<file path="config.mk">
export PLATFORM = sky130hd
export DESIGN_NAME = pixel_scheduler
export DESIGN_NICKNAME = d
export VERILOG_FILES = /design/src/rtl/pixel_scheduler.sv
export SDC_FILE = /design/constraint.sdc
export NUM_CORES = 1
export LEC_CHECK = 0
export BUFFER_PORTS_ARGS = -buffer_cell sky130_fd_sc_hd__buf_2
export CORE_MARGIN = 10
export CORE_UTILIZATION = 40
export CTS_CLUSTER_DIAMETER = 100
export DETAILED_ROUTE_END_ITERATION = 10
export PLACE_DENSITY_LB_ADDON = 0.12
export SLEW_MARGIN = 20
export SYNTH_ARGS = -nofsm -noshare
export SYNTH_HDL_FRONTEND = slang
export SYNTH_SLANG_ARGS = --single-unit
</file>
<file path="constraint.sdc">
create_clock -name sysclk -period 6.7 [get_ports sysclk]
set_clock_uncertainty 0.2 [all_clocks]
set_input_delay 1.005 -clock sysclk [delete_from_list [all_inputs] [get_ports sysclk]]
set_output_delay 1.005 -clock sysclk [all_outputs]
set_load 0.01 [all_outputs]
</file>
<file path="src/rtl/pixel_scheduler.sv">
// pixel_scheduler
//   Frame-level controller sharing N_ENGINES depth engines across one frame.
//   Raster-scans the frame, derives each pixel's complex constant by
//   incremental add/sub from the latched frame configuration, dispatches
//   each pixel to the lowest free engine and streams results back tagged
//   with their (x,y). Results leave in completion order.
//
// Ports
//   sysclk, reset          clock, synchronous active-high reset (shared with engines)
//   frame_start            one-cycle pulse, starts a frame when idle
//   max_iter_in            iteration limit, latched at frame start
//   re_left/im_top/step    frame geometry, latched at frame start
//   busy, frame_done       frame in progress / one-cycle completion pulse
//   eng_start              per-engine start pulse
//   eng_re_c, eng_im_c     per-engine operands, held while the engine works
//   eng_max_iter           latched iteration limit, broadcast
//   eng_done, eng_depth    per-engine done level and final depth
//   pix_valid/pix_ready    result stream handshake
//   pix_x, pix_y, pix_depth result payload
module pixel_scheduler #(
  parameter int N_ENGINES   = 4,
  parameter int WORD_LENGTH = 32,
  parameter int FRAC        = 28,
  parameter int H_RES       = 640,
  parameter int V_RES       = 480
) (
  input  logic                             sysclk,
  input  logic                             reset,
  input  logic                             frame_start,
  input  logic [9:0]                       max_iter_in,
  input  logic signed [WORD_LENGTH-1:0]    re_left,
  input  logic signed [WORD_LENGTH-1:0]    im_top,
  input  logic signed [WORD_LENGTH-1:0]    step,
  output logic                             busy,
  output logic                             frame_done,
  output logic [N_ENGINES-1:0]             eng_start,
  output logic [N_ENGINES*WORD_LENGTH-1:0] eng_re_c,
  output logic [N_ENGINES*WORD_LENGTH-1:0] eng_im_c,
  output logic [9:0]                       eng_max_iter,
  input  logic [N_ENGINES-1:0]             eng_done,
  input  logic [N_ENGINES*10-1:0]          eng_depth,
  output logic                             pix_valid,
  input  logic                             pix_ready,
  output logic [9:0]                       pix_x,
  output logic [8:0]                       pix_y,
  output logic [9:0]                       pix_depth
);

  localparam int               IDX_W    = (N_ENGINES > 1) ? $clog2(N_ENGINES) : 1;
  localparam logic [IDX_W-1:0] LAST_IDX = IDX_W'(N_ENGINES - 1);
  localparam logic [9:0]       X_LAST   = 10'(H_RES - 1);
  localparam logic [8:0]       Y_LAST   = 9'(V_RES - 1);

  // FRAC only documents the operand format; the datapath is plain wrapping
  // add/sub, so the check below is the only place it matters.
  if (N_ENGINES < 1 || N_ENGINES > 8 || H_RES < 1 || H_RES > 1024 ||
      V_RES < 1 || V_RES > 512 || FRAC >= WORD_LENGTH) begin : g_param_range
    $error("pixel_scheduler: parameter out of range");
  end

  typedef enum logic [1:0] {T_IDLE, T_SCAN, T_DRAIN} top_state_t;
  typedef enum logic [1:0] {S_FREE, S_ARMED, S_BUSY, S_RESULT} slot_state_t;

  top_state_t  top_st;
  slot_state_t slot_st [N_ENGINES];
  logic        slot_guard [N_ENGINES];

  logic [9:0]  scan_x;
  logic [8:0]  scan_y;
  logic [IDX_W-1:0] rr_ptr;
  logic        held_vld;
  logic [IDX_W-1:0] held_idx;

  logic signed [WORD_LENGTH-1:0] re_left_q;
  logic signed [WORD_LENGTH-1:0] step_q;
  logic signed [WORD_LENGTH-1:0] re_acc;
  logic signed [WORD_LENGTH-1:0] im_acc;
  logic signed [WORD_LENGTH-1:0] re_op [N_ENGINES];
  logic signed [WORD_LENGTH-1:0] im_op [N_ENGINES];

  logic [9:0]  slot_x     [N_ENGINES];
  logic [8:0]  slot_y     [N_ENGINES];
  logic [9:0]  slot_depth [N_ENGINES];

  logic             free_found;
  logic [IDX_W-1:0] free_idx;
  logic             all_free;
  logic             res_found;
  logic [IDX_W-1:0] rr_idx;
  logic [IDX_W-1:0] cand;
  logic [IDX_W-1:0] sel_idx;
  logic             handshake;
  logic             dispatch;
  logic             frame_accept;
  logic             x_last;
  logic             y_last;

  // Lowest-indexed free slot wins the next dispatch.
  always_comb begin
    free_found = 1'b0;
    free_idx   = '0;
    all_free   = 1'b1;
    for (int k = N_ENGINES - 1; k >= 0; k--) begin
      if (slot_st[k] == S_FREE) begin
        free_found = 1'b1;
        free_idx   = IDX_W'(k);
      end else begin
        all_free = 1'b0;
      end
    end
  end

  // Round-robin search over RESULT slots starting at rr_ptr.
  always_comb begin
    res_found = 1'b0;
    rr_idx    = '0;
    cand      = '0;
    for (int k = 0; k < N_ENGINES; k++) begin
      if (int'(rr_ptr) + k >= N_ENGINES) cand = IDX_W'(int'(rr_ptr) + k - N_ENGINES);
      else                               cand = IDX_W'(int'(rr_ptr) + k);
      if (!res_found && slot_st[cand] == S_RESULT) begin
        res_found = 1'b1;
        rr_idx    = cand;
      end
    end
  end

  // Once a result is offered and refused, the choice is frozen so that a
  // later-finishing slot earlier in search order cannot swap the payload.
  assign sel_idx      = held_vld ? held_idx : rr_idx;
  assign pix_valid    = res_found;
  assign handshake    = pix_valid & pix_ready;
  assign dispatch     = (top_st == T_SCAN) & free_found;
  assign frame_accept = (top_st == T_IDLE) & frame_start;
  assign x_last       = (scan_x == X_LAST);
  assign y_last       = (scan_y == Y_LAST);

  always_comb begin
    pix_x     = '0;
    pix_y     = '0;
    pix_depth = '0;
    if (pix_valid) begin
      pix_x     = slot_x[sel_idx];
      pix_y     = slot_y[sel_idx];
      pix_depth = slot_depth[sel_idx];
    end
  end

  for (genvar g = 0; g < N_ENGINES; g++) begin : g_ops
    assign eng_re_c[g*WORD_LENGTH +: WORD_LENGTH] = re_op[g];
    assign eng_im_c[g*WORD_LENGTH +: WORD_LENGTH] = im_op[g];
  end

  // Control: top FSM, scan counters, slot FSMs, output arbitration.
  always_ff @(posedge sysclk) begin
    if (reset) begin
      top_st       <= T_IDLE;
      busy         <= 1'b0;
      frame_done   <= 1'b0;
      eng_start    <= '0;
      eng_max_iter <= '0;
      scan_x       <= '0;
      scan_y       <= '0;
      rr_ptr       <= '0;
      held_vld     <= 1'b0;
      held_idx     <= '0;
      for (int i = 0; i < N_ENGINES; i++) begin
        slot_st[i]    <= S_FREE;
        slot_guard[i] <= 1'b0;
        re_op[i]      <= '0;
        im_op[i]      <= '0;
      end
    end else begin
      frame_done <= 1'b0;
      eng_start  <= '0;

      case (top_st)
        T_IDLE: begin
          if (frame_start) begin
            top_st       <= T_SCAN;
            busy         <= 1'b1;
            scan_x       <= '0;
            scan_y       <= '0;
            eng_max_iter <= max_iter_in;
          end
        end
        T_SCAN: begin
          if (dispatch) begin
            if (x_last) begin
              scan_x <= '0;
              if (y_last) begin
                scan_y <= '0;
                top_st <= T_DRAIN;
              end else begin
                scan_y <= scan_y + 9'd1;
              end
            end else begin
              scan_x <= scan_x + 10'd1;
            end
          end
        end
        T_DRAIN: begin
          if (all_free) begin
            top_st     <= T_IDLE;
            busy       <= 1'b0;
            frame_done <= 1'b1;
          end
        end
        default: top_st <= T_IDLE;
      endcase

      for (int i = 0; i < N_ENGINES; i++) begin
        case (slot_st[i])
          S_FREE: begin
            if (dispatch && free_idx == IDX_W'(i)) begin
              slot_st[i]    <= S_ARMED;
              slot_guard[i] <= 1'b1;
              eng_start[i]  <= 1'b1;
              re_op[i]      <= re_acc;
              im_op[i]      <= im_acc;
            end
          end
          // The engine still shows its previous done until it has seen
          // start, so done is ignored for two cycles after dispatch.
          S_ARMED: begin
            if (slot_guard[i]) slot_guard[i] <= 1'b0;
            else               slot_st[i]    <= S_BUSY;
          end
          S_BUSY: begin
            if (eng_done[i]) slot_st[i] <= S_RESULT;
          end
          S_RESULT: begin
            if (handshake && sel_idx == IDX_W'(i)) slot_st[i] <= S_FREE;
          end
          default: slot_st[i] <= S_FREE;
        endcase
      end

      if (handshake) begin
        rr_ptr   <= (sel_idx == LAST_IDX) ? '0 : sel_idx + IDX_W'(1);
        held_vld <= 1'b0;
      end else if (pix_valid) begin
        held_vld <= 1'b1;
        held_idx <= sel_idx;
      end
    end
  end

  // Data: frame config latches, coordinate accumulators, slot tags/depths.
  always_ff @(posedge sysclk) begin
    if (frame_accept) begin
      re_left_q <= re_left;
      step_q    <= step;
      re_acc    <= re_left;
      im_acc    <= im_top;
    end else if (dispatch) begin
      if (x_last) begin
        re_acc <= re_left_q;
        im_acc <= im_acc - step_q;
      end else begin
        re_acc <= re_acc + step_q;
      end
    end
    for (int i = 0; i < N_ENGINES; i++) begin
      if (slot_st[i] == S_FREE && dispatch && free_idx == IDX_W'(i)) begin
        slot_x[i] <= scan_x;
        slot_y[i] <= scan_y;
      end
      if (slot_st[i] == S_BUSY && eng_done[i]) begin
        slot_depth[i] <= eng_depth[i*10 +: 10];
      end
    end
  end

endmodule

</file>
==> results of run 1 <==
routing by layer:
layer / up-vias / part of all wire, % / wire length [um] / global-route usage (%)
met3: 101 / 7.5 / 5460 / 5.59
met2: 476 / 49 / 35800 / 33.1
met1: 8035 / 41 / 30200 / 24.8
met4: 18 / 1.9 / 1380 / 5.47
li1: 7640 / - / - / -
met5: - / 0.19 / 138 / 0
flip-flops by register name, summed over array words and instances (netlist names), named ones only:
register and cells:
busy 1, slot_depth 40, im_op 128, scan_x 10, re_acc 32, slot_y 36
slot_guard 4, held_idx 2, top_st 2, rr_ptr 2, im_acc 32, frame_done 1
slot_st 8, re_left_q 32, re_op 128, eng_max_iter 10, slot_x 40, eng_start 4
held_vld 1, scan_y 9, step_q 32
report_power, final:
group          internal [mW]  total, mW  leakage (nW)  switching, mW
clock network           1.81       3.20         0.940           1.39
logic                  0.895       2.15          5.61           1.26
registers               4.21       4.48          5.43          0.271
total                   6.91       9.82          12.0           2.92
worst min path at each step:
stage	from	end	slack [ps]	cells after the start
global route	eng_max_iter[1]$_SDFFE_PP0P_	eng_max_iter[1]$_SDFFE_PP0P_	280	2
finish	eng_max_iter[7]$_SDFFE_PP0P_	eng_max_iter[7]$_SDFFE_PP0P_	260	2
floorplan	held_idx[0]$_SDFFE_PP0P_	held_idx[0]$_SDFFE_PP0P_	250	2
detailed placement	eng_max_iter[5]$_SDFFE_PP0P_	eng_max_iter[5]$_SDFFE_PP0P_	250	2
CTS	eng_max_iter[7]$_SDFFE_PP0P_	eng_max_iter[7]$_SDFFE_PP0P_	260	2
global placement	eng_max_iter[1]$_SDFFE_PP0P_	eng_max_iter[1]$_SDFFE_PP0P_	240	2
kinds of logic (layout without fill, tap and decap cells):
kind of cell / count (synthesis) / count (layout) / share of synthesized area [%]
AO/OA/AOI/OAI: 299 / 299 / 7.78
adder cells (fa/ha/maj): 70 / 70 / 3.64
flip-flops: 556 / 556 / 66.4
AND/OR/NAND/NOR: 669 / 669 / 14.5
buffers and inverters: 139 / 647 / 2.34
multiplexers: 38 / 38 / 3.09
XOR/XNOR: 63 / 63 / 2.25
other: 0 / 14 / 0
layout make-up:
class                      instances  share of cell area (%)
tap                              782                    3.31
inverter                          58                   0.766
clock buffer                      77                    5.42
timing repair buffer             477                    8.26
sequential                       556                    55.0
multi-input combinational       1139                    26.2
antenna                           14                   0.118
clock inverter                    35                   0.969
tightest hold or removal path: cells and delay by family (launching register included):
family | cells | cell delay, ps
and+or+nand+nor | 1 | 50
AOI/OAI and AO/OA | 1 | 50
DFF | 1 | 310
cells in the final DEF (no fill, tap or decap), drive strengths merged, types with 7 or more instances in the layout:
cell,Yosys,layout
edfxtp,512,512
buf,13,477
and2,293,293
nand2,125,125
a21oi,112,112
nor2,108,108
clkbuf,68,77
ha,68,68
o21ai,66,66
inv,58,57
dfxtp,44,44
nand3,36,36
xor2,32,32
clkinv,0,32
xnor2,31,31
mux4,30,30
nor3,28,28
a21o,26,26
and3,18,18
nand4,16,16
a31oi,16,16
diode,0,14
o21a,11,11
nand2b,9,9
o211ai,8,8
mux2i,7,7
a211oi,7,7
stage by stage:
stage,utilization [%],std cells,instance area [sq um]
after floorplan,-,1834,24500
after global placement,45.7,3012,27600
after detailed placement,45.7,3012,27600
after CTS,48.8,3124,29500
after global routing,48.9,3133,29600
final,48.9,3138,29600
==> results.toml, run 1 <==
[power]
p_total_mw = 9.82
p_leak_nw = 12.0
ir_worst_vdd_mv = 0.301
powerDensity_mw_per_mm2 = 332

[logic_synthesis]
synth_nets = 2058
yosysMostFrequentCell = "edfxtp_1"
synth_top_area_cell = "edfxtp_1"
synth_top_flop_cell = "edfxtp_1"
ys_ff_latch = 556
synth_top_cell_area_share_pct = 62.8
async_flop_share_pct = 0
synth_area_leaders = "edfxtp_1 63%, and2_1 7.5%, dfxtp_1 3.6%"
synth_edf_count = 512
synth_seq_area_share_pct = 66.4
ys_types = 71
yosysWarnings = 0
avgSynthCellArea_sq_um = 13.4
synthesis.area_sq_mm = 0.0245
syn_inst = 1834
yosys-top-cells-count = "512 x edfxtp_1, 293 x and2_1, 124 x nand2_1"

[global_route]
grt_pass1_vias = 16800
grt_pass1_wl_um = 107000
grt_overflow = 0
antenna_found_initial = 22
grt_use_total_pct = 19.8
grt_max_degree = 85

[sta]
hold_viol = 0
fin_crit_sh_pct = 81.8
setup_tns_ps = 0
hold-worst-slack_ps = 258
fmax_ghz = 0.182
slew_viol_final = 0
slew_headroom_pct = 25.9
rsz0062_at_grt = "no"
finalWorstSetupSlack_ps = 1220
setup_viol = 0
min_period_ps = 5480
tightest_slew_ps = 1110

[critical_path]
worst-path-max-fanout = 21
cpLargestDelayFamily = "multiplexers"
r2r_slack_ps = 2340
reg2reg_from = "top_st[0]$_SDFFE_PP0P_"
reg2reg_to = "re_op[3][16]$_SDFFCE_PN0P_"
cp.depth = 9
crit_required_ps = 5490
path_class = "reg -> out"
cp.arrival_ps = 4280
cpMostUsedCell = "mux4_2"
cp.buffers_inverters = 2
slowest_delay_ps = 780
crit_path_end_kind = "output pin"
r2r_cells = 8
critical_path.cell_chain = "nand2_1 -> mux4_2 -> o2111ai_1 -> o21ai_2 -> o21ai_4 -> buf_4 -> mux4_2 -> and2_1 -> buf_2"
startpoint_type = "flip-flop"
critPathLaunch = "slot_st[2][1]$_SDFFCE_PP0P_"
critical_path.slowest_cell = "o21ai_4"
crit_path_end = "pix_x[4]"

[clock_network]
cts-resized-gates = 0
htreeDepth = 2
cts_tree = "done"
cts_made_buffers = 59
cts_sinks = 556
clk_latency_ps = 630
cts.clk_slew.worst_paths_ps = 60
root_buffer = "clkbuf_16"
cts_setup_buffers = 0
cts.hold.buffers_added = 0
max-clock-path-buffers = 3

[worst_hold_path]
hold_class = "reg -> reg"

[floorplanning]
coreArea_sq_mm = 0.0605
die_x_um = 267
die_area_sq_mm = 0.0715
io_pins = 456
initial_utilization_pct = 40.5
num_rows = 90
fp.dieH_um = 267

[final_layout]
fillers = 5437
layout-drive-gt1-share_pct = 26.9
seqCellArea_sq_mm = 0.0163
multi_input_area_sq_mm = 0.00774
syn2layout_area_growth_pct = 20.8
fin_nets = 2515

[placement]
dp_slack_ps = 1820
dp_hpwl_um = 51600
gp_congestion = 0.867
portBuffers = 455

[flow_run]
cap_violations = 0

[drt]
detail_route.iter0.violations = 1169
wl_per_cell_um = 23.3
dr.pass1.iters = 5
routed_wl_um = 73000
vias_per_cell = 5.18
drc = 0
ant_nets = 0
vias = 16300

[outcome]
outcome = "finished clean"
Power figures use the tool's default switching activity.
==> run 2, diff against run 1 <==
clock period = 5.3 ns   (was 6.7 ns; I/O delays follow)
==> results.toml, run 2 (synthesis results as in run 1) <==
[worst_hold_path]
hold_class = "in -> reg"
whs_path_depth = 1

[sta]
min_period_ps = 4900
setup_tns_ps = 0
slew_viol_final = 0
tightest_slew_ps = 986
hold-worst-slack_ps = 142
rsz0062_at_grt = "no"
fin_crit_sh_pct = 92.4
hold_viol = 0
slew_headroom_pct = 34.3
fmax_ghz = 0.204
setup_viol = 0

[critical_path]
path_class = "reg -> out"
startpoint_type = "flip-flop"
r2r_slack_ps = 1180
worst-path-max-fanout = 33
cp.arrival_ps = 3900
crit_required_ps = 4300
r2r_cells = 13
crit_path_end_kind = "output pin"

[clock_network]
cts.clk_slew.worst_paths_ps = 60
cts_tree = "done"
cts-resized-gates = 0
cts_setup_buffers = 0
root_buffer = "clkbuf_16"
htreeDepth = 2
cts_sinks = 556
clk_latency_ps = 630
max-clock-path-buffers = 3
cts_made_buffers = 59
cts.hold.buffers_added = 0

[floorplanning]
initial_utilization_pct = 40.5
num_rows = 90
coreArea_sq_mm = 0.0605
io_pins = 456
die_x_um = 267
fp.dieH_um = 267
die_area_sq_mm = 0.0715

[power]
ir_worst_vdd_mv = 0.318
switching_power_mw = 3.70
p_leak_nw = 12.1
netSwitchingFraction_pct = 29.2
p_comb_share_pct = 21.5
powerDensity_mw_per_mm2 = 426
p_seq_share_pct = 44.6
intPower_mw = 8.97
clkPwrFrac_pct = 33.8

[drt]
ant_nets = 0
vias = 16500
vias_per_cell = 5.26
drc = 0
routed_wl_um = 74300
wl_per_cell_um = 23.7
detail_route.iter0.violations = 1273
dr.pass1.iters = 5

[global_route]
grt_overflow = 0
grt_pass1_wl_um = 109000
grt_max_degree = 99
antenna_found_initial = 15
grt_pass1_vias = 16900
grt_use_total_pct = 20.2

[final_layout]
layout-drive-gt1-share_pct = 27.1
top_regs = "im_op (128), re_op (128)"
fillers = 5397
final_cells = 3135
finish.utilization_pct = 49.1
syn2layout_area_growth_pct = 21.4
layout_commonest_cell = "edfxtp_1"
final_cell_mix = "512 x edfxtp_1, 455 x buf_2, 293 x and2_1, 123 x nand2_1, 111 x a21oi_1"
fin_nets = 2516

[placement]
portBuffers = 455
dp_hpwl_um = 51500
dp.cells = 3013
gp_congestion = 0.889

[outcome]
outcome = "finished clean"

[flow_run]
cap_violations = 0
[run 2: changes by cell type in the layout (fill, tap and decap cells not counted), sizes merged]
cell      delta
clkinvlp     +2
inv          -1
buf          +1
clkinv       -5
diode        -4
bufinv       +4
[run 2: critical path, stage by stage, from the launching register on]
cell and delay (ps):
edfxtp_1 550, nand2_1 240, mux4_2 570, o2111ai_1 160, o21ai_2 110, o21ai_4 120, buf_4 550, mux4_2 620
and2_1 190, buf_2 140
[run 2: final cells by class]
| type | count | area, sq um | share of cell area (%) |
|---|---|---|---|
| sequential | 556 | 16300 | 54.7 |
| antenna | 10 | 25.0 | 0.0842 |
| clock inverter | 35 | 368 | 1.24 |
| timing repair buffer | 478 | 2490 | 8.37 |
| inverter | 58 | 226 | 0.762 |
| tap | 782 | 978 | 3.29 |
| clock buffer | 77 | 1650 | 5.54 |
| multi-input combinational | 1139 | 7730 | 26.0 |
[run 2: final timing paths]
| path | startpoint | to |
|---|---|---|
| max | slot_st[2][1]$_SDFFCE_PP0P_ | pix_depth[5] |
| min | step[26] | step_q[26]$_DFFE_PP_ |
| max reg2reg | im_acc[0]$_DFFE_PP_ | im_acc[30]$_DFFE_PP_ |
| min reg2reg | eng_max_iter[4]$_SDFFE_PP0P_ | eng_max_iter[4]$_SDFFE_PP0P_ |
[run 2: per-layer routing]
layer / global-route usage [%] / wire [um] / share of wire (%) / up-vias
li1: - / - / - / 7642
met1: 25.5 / 30700 / 41 / 8218
met2: 34.7 / 36500 / 49 / 505
met3: 5.03 / 5610 / 7.6 / 100
met4: 4.46 / 1300 / 1.8 / 12
met5: 0 / 90 / 0.12 / -
[run 2: power by group through the flow]
| stage | Sequential (mW) | Clock [mW] | Combinational, mW |
|---|---|---|---|
| after floorplan | 5.66 | 0 | 1.83 |
| after global placement | 5.74 | 0 | 2.72 |
| after detailed placement | 5.75 | 0 | 2.75 |
| after CTS | 5.66 | 4.38 | 2.76 |
| after global routing | 5.71 | 4.55 | 3.02 |
| final | 5.65 | 4.29 | 2.73 |
[run 2: per-stage QoR]
step / setup slack (ps) / total power [mW] / area [sq um]
floorplan: 799 / 7.49 / 24500
detailed placement: 1030 / 8.50 / 27700
CTS: 345 / 12.8 / 29700
global route: 146 / 13.3 / 29700
global placement: 1140 / 8.46 / 27700
finish: 401 / 12.7 / 29700
==> run 3, diff against run 2 <==
CTS_CLUSTER_DIAMETER = 60   (was 100)
clock period = 5.6 ns   (was 5.3 ns; I/O delays follow)
==> results.toml, run 3 (synthesis results as in run 1) <==
[clock_network]
cts_tree = "done"
cts-resized-gates = 0
cts_made_buffers = 60
clk_latency_ps = 640
root_buffer = "clkbuf_16"
max-clock-path-buffers = 3
cts.clk_slew.worst_paths_ps = 70
htreeDepth = 2
cts.hold.buffers_added = 0
cts_sinks = 556
cts_setup_buffers = 0

[critical_path]
crit_required_ps = 4560
r2r_slack_ps = 1540
path_class = "reg -> out"
critPathLaunch = "slot_st[2][1]$_SDFFCE_PP0P_"
r2r_cells = 13
crit_path_end_kind = "output pin"
reg2reg_to = "im_acc[30]$_DFFE_PP_"
worst-path-max-fanout = 20
startpoint_type = "flip-flop"
crit_path_end = "pix_x[2]"
cp.arrival_ps = 3990
reg2reg_from = "im_acc[0]$_DFFE_PP_"

[final_layout]
syn2layout_area_growth_pct = 21.3
fillers = 5403
final_cell_mix = "512 x edfxtp_1, 455 x buf_2, 293 x and2_1, 123 x nand2_1, 111 x a21oi_1"
top_regs = "im_op (128), re_op (128)"
layout-drive-gt1-share_pct = 27.1
fin_nets = 2517
layout_commonest_cell = "edfxtp_1"

[sta]
fmax_ghz = 0.199
slew_headroom_pct = 29.4
min_period_ps = 5030
fin_crit_sh_pct = 89.8
tightest_slew_ps = 1060
setup_viol = 0
rsz0062_at_grt = "no"
setup_tns_ps = 0
hold_viol = 0
slew_viol_final = 0
finalWorstSetupSlack_ps = 573

[placement]
portBuffers = 455
dp_slack_ps = 1190
gp_congestion = 0.868
dp_hpwl_um = 51600

[drt]
wl_per_cell_um = 23.4
detail_route.iter0.violations = 1187
wl_met3_um = 5560
vias_per_cell = 5.20
vias = 16300
drc = 0
dr_wl_met2_um = 35600
wl_met1_um = 30400
routed_wl_um = 73500
routed.top_layer = "met5"
ant_nets = 0
dr.pass1.iters = 6

[global_route]
grt_pass1_vias = 16700
grt_use_total_pct = 20.0
grt_overflow = 0
antenna_found_initial = 22
grt_max_degree = 99
grt_pass1_wl_um = 107000

[power]
ir_worst_vdd_mv = 0.271
p_total_mw = 12.0
p_leak_nw = 12.0
powerDensity_mw_per_mm2 = 404

[outcome]
outcome = "finished clean"

[floorplanning]
coreArea_sq_mm = 0.0605
die_area_sq_mm = 0.0715
io_pins = 456
die_x_um = 267
fp.dieH_um = 267
num_rows = 90
initial_utilization_pct = 40.5

[flow_run]
cap_violations = 0

[worst_hold_path]
hold_class = "in -> reg"
-- run 3: final cells by class --
cell class,count,area (sq um),share of cell area (%)
diodes,12,30.0,0.101
clock buffers,78,1640,5.52
clock inverters,35,370,1.25
inverters,58,226,0.762
multi-input cells,1139,7730,26.0
flip-flops and latches,556,16300,54.7
well taps,782,978,3.29
repair buffers,478,2470,8.33
-- run 3: layer usage --
| layer | global-route usage (%) | up-vias |
|---|---|---|
| li1 | - | 7654 |
| met1 | 25.0 | 8020 |
| met2 | 33.4 | 508 |
| met3 | 5.37 | 121 |
| met4 | 6.41 | 20 |
| met5 | 0 | - |
-- run 3: metrics by stage --
step / instance area [sq um] / hold slack [ps] / cells / utilization (%)
final: 29700 / 178 / 3138 / 49.1
after global routing: 29700 / 149 / 3131 / 49.1
after CTS: 29700 / 142 / 3126 / 49.1
after detailed placement: 27700 / 249 / 3013 / 45.8
after global placement: 27700 / 241 / 3013 / 45.8
after floorplan: 24500 / 254 / 1834 / -
-- run 3: report_power, final --
part	switching [mW]	leakage (nW)	total, mW	internal (mW)
Sequential	0.327	5.43	5.36	5.03
Combinational	1.51	5.62	2.58	1.08
Clock	1.70	0.977	4.05	2.35
-- run 3: critical path: stages, from the launching register on --
cell       delay [ps]
edfxtp_1          560
nand2_1           250
mux4_2            580
o2111ai_1         150
o21ai_2           100
o21ai_4           560
buf_12            290
mux4_2            520
and2_1            180
buf_2             140
-- run 3: worst min-delay path by stage --
stage                                      start                            to  slack (ps)  depth (start not counted)
floorplan               held_idx[0]$_SDFFE_PP0P_      held_idx[0]$_SDFFE_PP0P_         250                          2
global placement    eng_max_iter[4]$_SDFFE_PP0P_  eng_max_iter[4]$_SDFFE_PP0P_         240                          2
detailed placement  eng_max_iter[6]$_SDFFE_PP0P_  eng_max_iter[6]$_SDFFE_PP0P_         250                          2
CTS                                eng_depth[39]    slot_depth[3][9]$_DFFE_PP_         140                          1
global route                       eng_depth[30]    slot_depth[3][0]$_DFFE_PP_         150                          1
finish                             eng_depth[11]    slot_depth[1][1]$_DFFE_PP_         180                          1
